**src/rtl/fetch_sequencer.sv**
```systemverilog
// Instruction-fetch sequencer: reads opcode + 0/1/2 operand bytes and strobes the address-control stage.
// Optional FETCH_TIMEOUT_EN adds a per-byte wait counter that aborts a stalled fetch and raises fault.
module fetch_sequencer #(
    parameter int TIMEOUT_CYCLES = 255
) (
    input  logic       clk,
    input  logic       rst,
    input  logic       start,
    input  logic       mem_ready,
    input  logic [7:0] mem_data,
    output logic       mem_rd,
    output logic       PC_inc,
    output logic       PC_load,
    output logic       AR_load,
    output logic       TL_load,
    output logic       TH_load,
    output logic       sel,
    output logic [7:0] opcode,
    output logic [7:0] imm,
    output logic       instr_valid,
    output logic       busy,
    output logic       fault
);

    typedef enum logic [2:0] {
        S_IDLE, S_FETCH_OP, S_FETCH_LO, S_FETCH_HI, S_COMMIT, S_DONE
    } state_t;

    state_t     r_state, w_next;
    logic [7:0] r_opcode, r_imm;
    logic [1:0] w_cls;
    logic       w_fetch, w_timeout;

    assign w_cls   = r_opcode[7:6];
    assign w_fetch = (r_state == S_FETCH_OP) || (r_state == S_FETCH_LO) ||
                     (r_state == S_FETCH_HI);

`ifdef FETCH_TIMEOUT_EN
    logic [15:0] r_wait;
    logic        r_fault;

    // Fires on the TIMEOUT_CYCLES-th consecutive wait cycle of one byte.
    assign w_timeout = w_fetch && !mem_ready && (r_wait == 16'(TIMEOUT_CYCLES - 1));

    always_ff @(posedge clk) begin
        if (rst) begin
            r_wait  <= '0;
            r_fault <= 1'b0;
        end else begin
            if (w_fetch && !mem_ready && !w_timeout) r_wait <= r_wait + 16'd1;
            else                                     r_wait <= '0;
            if (w_timeout)                           r_fault <= 1'b1;
            else if (r_state == S_IDLE && start)     r_fault <= 1'b0;
        end
    end

    assign fault = r_fault;
`else
    logic w_unused_tmo;
    assign w_timeout    = 1'b0;
    assign fault        = 1'b0;
    assign w_unused_tmo = (TIMEOUT_CYCLES != 0);
`endif

    always_ff @(posedge clk) begin
        if (rst) begin
            r_state  <= S_IDLE;
            r_opcode <= 8'h00;
            r_imm    <= 8'h00;
        end else begin
            r_state <= w_next;
            if (r_state == S_FETCH_OP && mem_ready) r_opcode <= mem_data;
            if (r_state == S_FETCH_LO && mem_ready && w_cls == 2'b11) r_imm <= mem_data;
        end
    end

    // Strobes are gated by rst so a reset cycle never issues a partial update downstream.
    always_comb begin
        w_next      = r_state;
        mem_rd      = w_fetch;
        busy        = (r_state != S_IDLE);
        PC_inc      = 1'b0;
        PC_load     = 1'b0;
        AR_load     = 1'b0;
        TL_load     = 1'b0;
        TH_load     = 1'b0;
        sel         = 1'b1;
        instr_valid = 1'b0;
        case (r_state)
            S_IDLE: if (start) w_next = S_FETCH_OP;
            S_FETCH_OP: if (mem_ready) begin
                PC_inc = !rst;
                w_next = (mem_data[7:6] == 2'b00) ? S_DONE : S_FETCH_LO;
            end
            S_FETCH_LO: if (mem_ready) begin
                PC_inc  = !rst;
                TL_load = !rst && (w_cls != 2'b11);
                w_next  = (w_cls == 2'b11) ? S_DONE : S_FETCH_HI;
            end
            S_FETCH_HI: if (mem_ready) begin
                PC_inc  = !rst;
                TH_load = !rst;
                w_next  = S_COMMIT;
            end
            S_COMMIT: begin
                sel     = rst;
                AR_load = !rst && (w_cls == 2'b01);
                PC_load = !rst && (w_cls == 2'b10);
                w_next  = S_DONE;
            end
            S_DONE: begin
                instr_valid = !rst;
                w_next      = S_IDLE;
            end
            default: w_next = S_IDLE;
        endcase
        if (w_timeout) w_next = S_IDLE;
    end

    assign opcode = r_opcode;
    assign imm    = r_imm;

endmodule

```
**config.mk**
```make
export PLATFORM = sky130hd
export DESIGN_NAME = fetch_sequencer
export DESIGN_NICKNAME = d
export VERILOG_FILES = /design/src/rtl/fetch_sequencer.sv
export SDC_FILE = /design/constraint.sdc
export NUM_CORES = 1
export LEC_CHECK = 0
export BUFFER_PORTS_ARGS = -buffer_cell sky130_fd_sc_hd__clkbuf_2
export CELL_PAD_IN_SITES_DETAIL_PLACEMENT = 0
export CELL_PAD_IN_SITES_GLOBAL_PLACEMENT = 1
export CORE_MARGIN = 4
export CORE_UTILIZATION = 33
export DETAILED_ROUTE_END_ITERATION = 12
export PLACE_DENSITY_LB_ADDON = 0.1
export SYNTH_ARGS = -nofsm -noshare
export SYNTH_HDL_FRONTEND = slang
export SYNTH_SLANG_ARGS = --single-unit
```
**constraint.sdc**
```tcl
create_clock -name clk -period 1.71 [get_ports clk]
set_input_delay 0.171 -clock clk [delete_from_list [all_inputs] [get_ports clk]]
set_output_delay 0.171 -clock clk [all_outputs]
set_load 0.005 [all_outputs]
```
**After elaboration in Yosys (flattened, before gate mapping)**

Index checks and enable logic that the tools add are counted.

- Register bits after elaboration: 19
- Input port bits: 12
- Word-level logic and storage cells: 46

- Equal/unequal tests: 13
- Multiplexer cells: 16
- Reductions and logical operators: 14

Operator list:

| operator | number |
|---|---|
| 3-bit 2-to-1 mux | 6 |
| 3-bit case mux with 5 select lines | 1 |
| 2-bit inequality test, second input constant | 5 |
| 1-bit 2-to-1 mux | 9 |
| 3-bit by 2-bit == test with 1-bit output, second input constant | 2 |
| 3-bit == test, second input constant | 2 |
| 1-bit logical AND | 6 |
| 2-bit == test, second input constant | 2 |
| 4-bit AND reduction | 1 |
| 3-bit by 1-bit == test with 1-bit output, second input constant | 1 |
| 3-bit zero test | 1 |
| 3-bit nonzero test | 1 |
| 3-bit OR reduction | 1 |
| 2-bit by 1-bit == test with 1-bit output, second input constant | 1 |
| 2-bit zero test | 1 |
| 1-bit logical OR | 2 |
| 1-bit zero test | 1 |

**Logic depth before layout (Yosys ltp)**

- Depth after elaboration: 4
- Gate-level depth with buffers: 6
- Mapped depth without buffers: 4

**Worst setup path after synthesis**

Ideal clock, no wire load.

- Path kind: register to register
- Start point: register r_state[0]
- End point: register r_state[0]
- Library setup time: 0.128 ns
- Arrival: 1.213 ns
- Required time: 1.582 ns
- Path slack: 0.369 ns
- Stages on the path, launching flop included: 6
- Path buffers: 1
- Clock period less this slack: 1.341 ns
- Cells stage by stage: dfxtp_1 > buf_6 > or4_1 > o21ai_2 > a2bb2oi_2 > nor2_1

- Cells in the longest elaborated chain, start to end: 3
- Elaborated cells on any way between the ends: 11
- Classes of those cells: eq/ne (8); mux (1); reduce/logical (2)

RTL lines:

| element | line | source |
|---|---|---|
| from (decl) | 29 | `state_t r_state, w_next;` |
| from (signal assigned) | 71 | `r_state <= w_next;` |
| 3-bit by 2-bit == test with 1-bit output (tied with other cells) | 89 | `case (r_state)` |
| 2-bit inequality test (no line) | - |  |
| 4-bit AND reduction (no line) | - |  |

Parallel ways exist; a longest one is shown, timed or not.
A chain may end at the register's enable or synchronous reset.

**Worst setup path after layout**

- Start point: register r_state[0]
- End point: output port PC_load

- Cells in the longest elaborated chain, start to end: 2

RTL lines:

| element | line | source |
|---|---|---|
| 3-bit == test | 89 |  |
| 1-bit 2-to-1 mux | 89 |  |
| to (decl) | 13 | `output logic PC_load,` |

Every way passes these cells.

==> key figures <==
Power
  • Net Switching: 0.2800 mW
  • Sw Ratio: 0.2951
  • Power density over the cells: 852.0 mW/mm^2
  • Clock power share: 0.233
  • Peak supply drop: 0.0005111 V
  • Static Leak: 0.4832 nW
  • Flop pwr share: 0.544
  • Logic pwr share: 0.224
  • Pint: 0.6688 mW

Die
  • DIE HEIGHT: 59.74 um
  • # rows: 18
  • Initial Utilization: 0.3502
  • Core ar.: 0.002522 mm^2
  • Boundary pin count: 38
  • Die area: 0.003568 mm^2
  • Die width: 59.74 um

Logic synthesis
  • Number of synthesized flops with an enable pin: 0
  • Mean Syn Cell Area: 9.707 um^2
  • Post-Syn Instances: 91
  • Seq cells post-synth: 19
  • Synthesized Nets: 103
  • Synth cell types: 26
  • Synthesis Warnings: 0
  • Main synth FF type: dfxtp_1
  • Cell area after synthesis: 883.3 um^2
  • Register area share after synthesis: 0.4306
  • Ys async rst share: 0

Global routing
  • Remaining global-route overflow: 0
  • Initial antenna violation count: 0
  • Number of global-route vias before repair: 733
  • GRT Total Usage: 0.1248
  • First-pass GRT wire length: 3394 um
  • Largest net degree at the start of global routing: 22

Timing
  • Skew final: 8.806 ps
  • Max-slew violation count: 0
  • Final Critical Period: 1507 ps
  • Final setup fails: 0
  • Fmax: 0.6636 GHz
  • Unrepaired setup endpoints after global routing: no
  • Final Cycle Share: 0.8812
  • Setup TNS: 0 ps
  • Hold Fails Final Rpt: 0

Worst setup path
  • Worst stage delay on the critical path: 400 ps
  • Cell Chain, Critical Path: nor2_4, nand3b_1, nor3b_1, clkbuf_2
  • Slowest cell on the critical path: dfxtp_2
  • Delay-heaviest family, CP: simple AND/OR/NAND/NOR gates
  • CP required: 1540 ps
  • Worst setup EP type: output port
  • Crit path launch type: register
  • Arrival @ worst endpoint: 1340 ps
  • CP bufs+invs: 1
  • CP max FO: 10
  • Worst Setup Path Type: reg -> out

Cells and area
  • Ant diodes: 0
  • Final #Nets: 140
  • Layout cell share with drive strength beyond 1: 0.4016
  • Layout area overhead: 26.06%
  • Post-Layout Cell Count: 157

CTS
  • Hold_buf cts: 0
  • CTS Root Cell: clkbuf_4
  • CTS tree: built
  • TritonCTS Buffers: 3
  • Clk_lat worst skew: 300 ps
  • H-tree depth: 1
  • Clock Pin Slew Worst Setup and Hold Paths: 110 ps
  • Max Root-Sink Buffers: 2
  • # clock sinks: 19

Routing
  • DR iter-0 viols: 5
  • Post-DRT Antenna Nets: 0
  • DR vias: 751
  • DRC: 0
  • Detailed Routing Iterations Pass 1: 3
  • Vias per cell: 4.783
  • DRT Wirelength: 1994 um
  • Avg WL per Cell: 12.70 um

Run status
  • Outcome: finished, final reports clean

Job
  • Max-Cap Viols: 0

Place
  • Buffers on Ports: 36
  • DP Wirelength: 1502 um
  • Placer Congestion: 0.7482
  • Post-Place Cells: 153

Worst hold path
  • Worst min-delay path class: in -> reg
## power by group through the flow
stage               Combinational (mW)  Clock (mW)  Sequential (mW)
floorplan                        0.179           0            0.492
global placement                 0.213           0            0.516
detailed placement               0.211           0            0.518
CTS                              0.213       0.235            0.510
global route                     0.238       0.251            0.522
finish                           0.212       0.221            0.516
## synth_stat cells, types with 2 or more instances
master,instances,share of area
nor2_1,23,0.098
dfxtp_1,19,0.43
mux2i_1,16,0.18
nor3b_1,4,0.034
clkbuf_1,3,0.013
buf_4,2,0.017
buf_6,2,0.025
nand2b_1,2,0.014
nand3b_1,2,0.017
nor2b_1,2,0.014
## cell usage in the layout, fill, tap and decap left out, drive strengths merged
cell and instances:
a211oi 1, a2bb2oi 1, a31oi 1, buf 3
clkbuf 39, clkinv 1, conb 1, dfxtp 19
mux2i 16, nand2 1, nand2b 2, nand3 1
nand3b 3, nor2 23, nor2b 2, nor3 2
nor3b 4, o21ai 2, o31a 1, o31ai 1
o41a 1, or3 1, or4 1
## routing by layer
| layer | up-vias | GRT usage | wire length (um) |
|---|---|---|---|
| met1 | 354 | 0.1512 | 829 |
| met2 | 13 | 0.2160 | 1068 |
| li1 | 384 | - | - |
| met4 | 0 | 0.03797 | 0 |
| met3 | 0 | 0.03024 | 97 |
| met5 | - | 0 | 0 |
## worst paths after layout
kind	from	endpoint	slack (ps)	cells past startpoint
setup / recovery	r_state[0]	PC_load	200	4
hold / removal	mem_data[1]	opcode[1]	120	3
setup reg to reg	r_state[0]	r_state[0]	340	4
hold reg to reg	opcode[3]	opcode[3]	500	2
## registers in the layout, summed over array words and instances (netlist names)
signal,flops
imm,8
opcode,8
r_state,3
## area by class of cell
cell class / count / area [um^2]
clock inverter: 1 / 5.005
sequential: 19 / 384.1
multi-input combinational: 65 / 461.7
fill: 266 / 1409
tap: 30 / 37.54
clock buffer: 3 / 22.52
timing repair buffer: 39 / 202.7
## logic make-up (layout without fill, tap and decap cells)
| group | Yosys count | in the layout | share of synthesized area |
|---|---|---|---|
| mux | 16 | 16 | 0.1813 |
| buf+inv | 7 | 43 | 0.05523 |
| other cells | 1 | 1 | 0.004245 |
| flops | 19 | 19 | 0.4306 |
| compound gates | 8 | 8 | 0.07932 |
| simple gates | 40 | 40 | 0.2493 |
## through the flow
stage	instance area [um^2]	util	hold slack (ps)	power [mW]	worst slack [ps]
2_1_floorplan	883.3	-	271.9	0.6710	369.0
5_1_grt	1114	0.4415	119.6	1.011	73.39
3_3_place_gp	1075	0.4261	422.7	0.7286	290.1
6_report	1114	0.4415	118.5	0.9488	203.2
4_1_cts	1105	0.4380	109.3	0.9580	41.74
3_5_place_dp	1075	0.4261	433.4	0.7295	291.5
## worst min-delay path, stage by stage
cell and delay (ps):
clkbuf_2 90, mux2i_1 60, nor2_1 70
## what timing repair did
action                                  4_1_cts  5_1_grt
setup buffers                                 0        0
endpoints found under the setup margin        2        2
gates cloned                                  0        0
gates resized for setup                       1        4
Power figures use the tool's default switching activity.
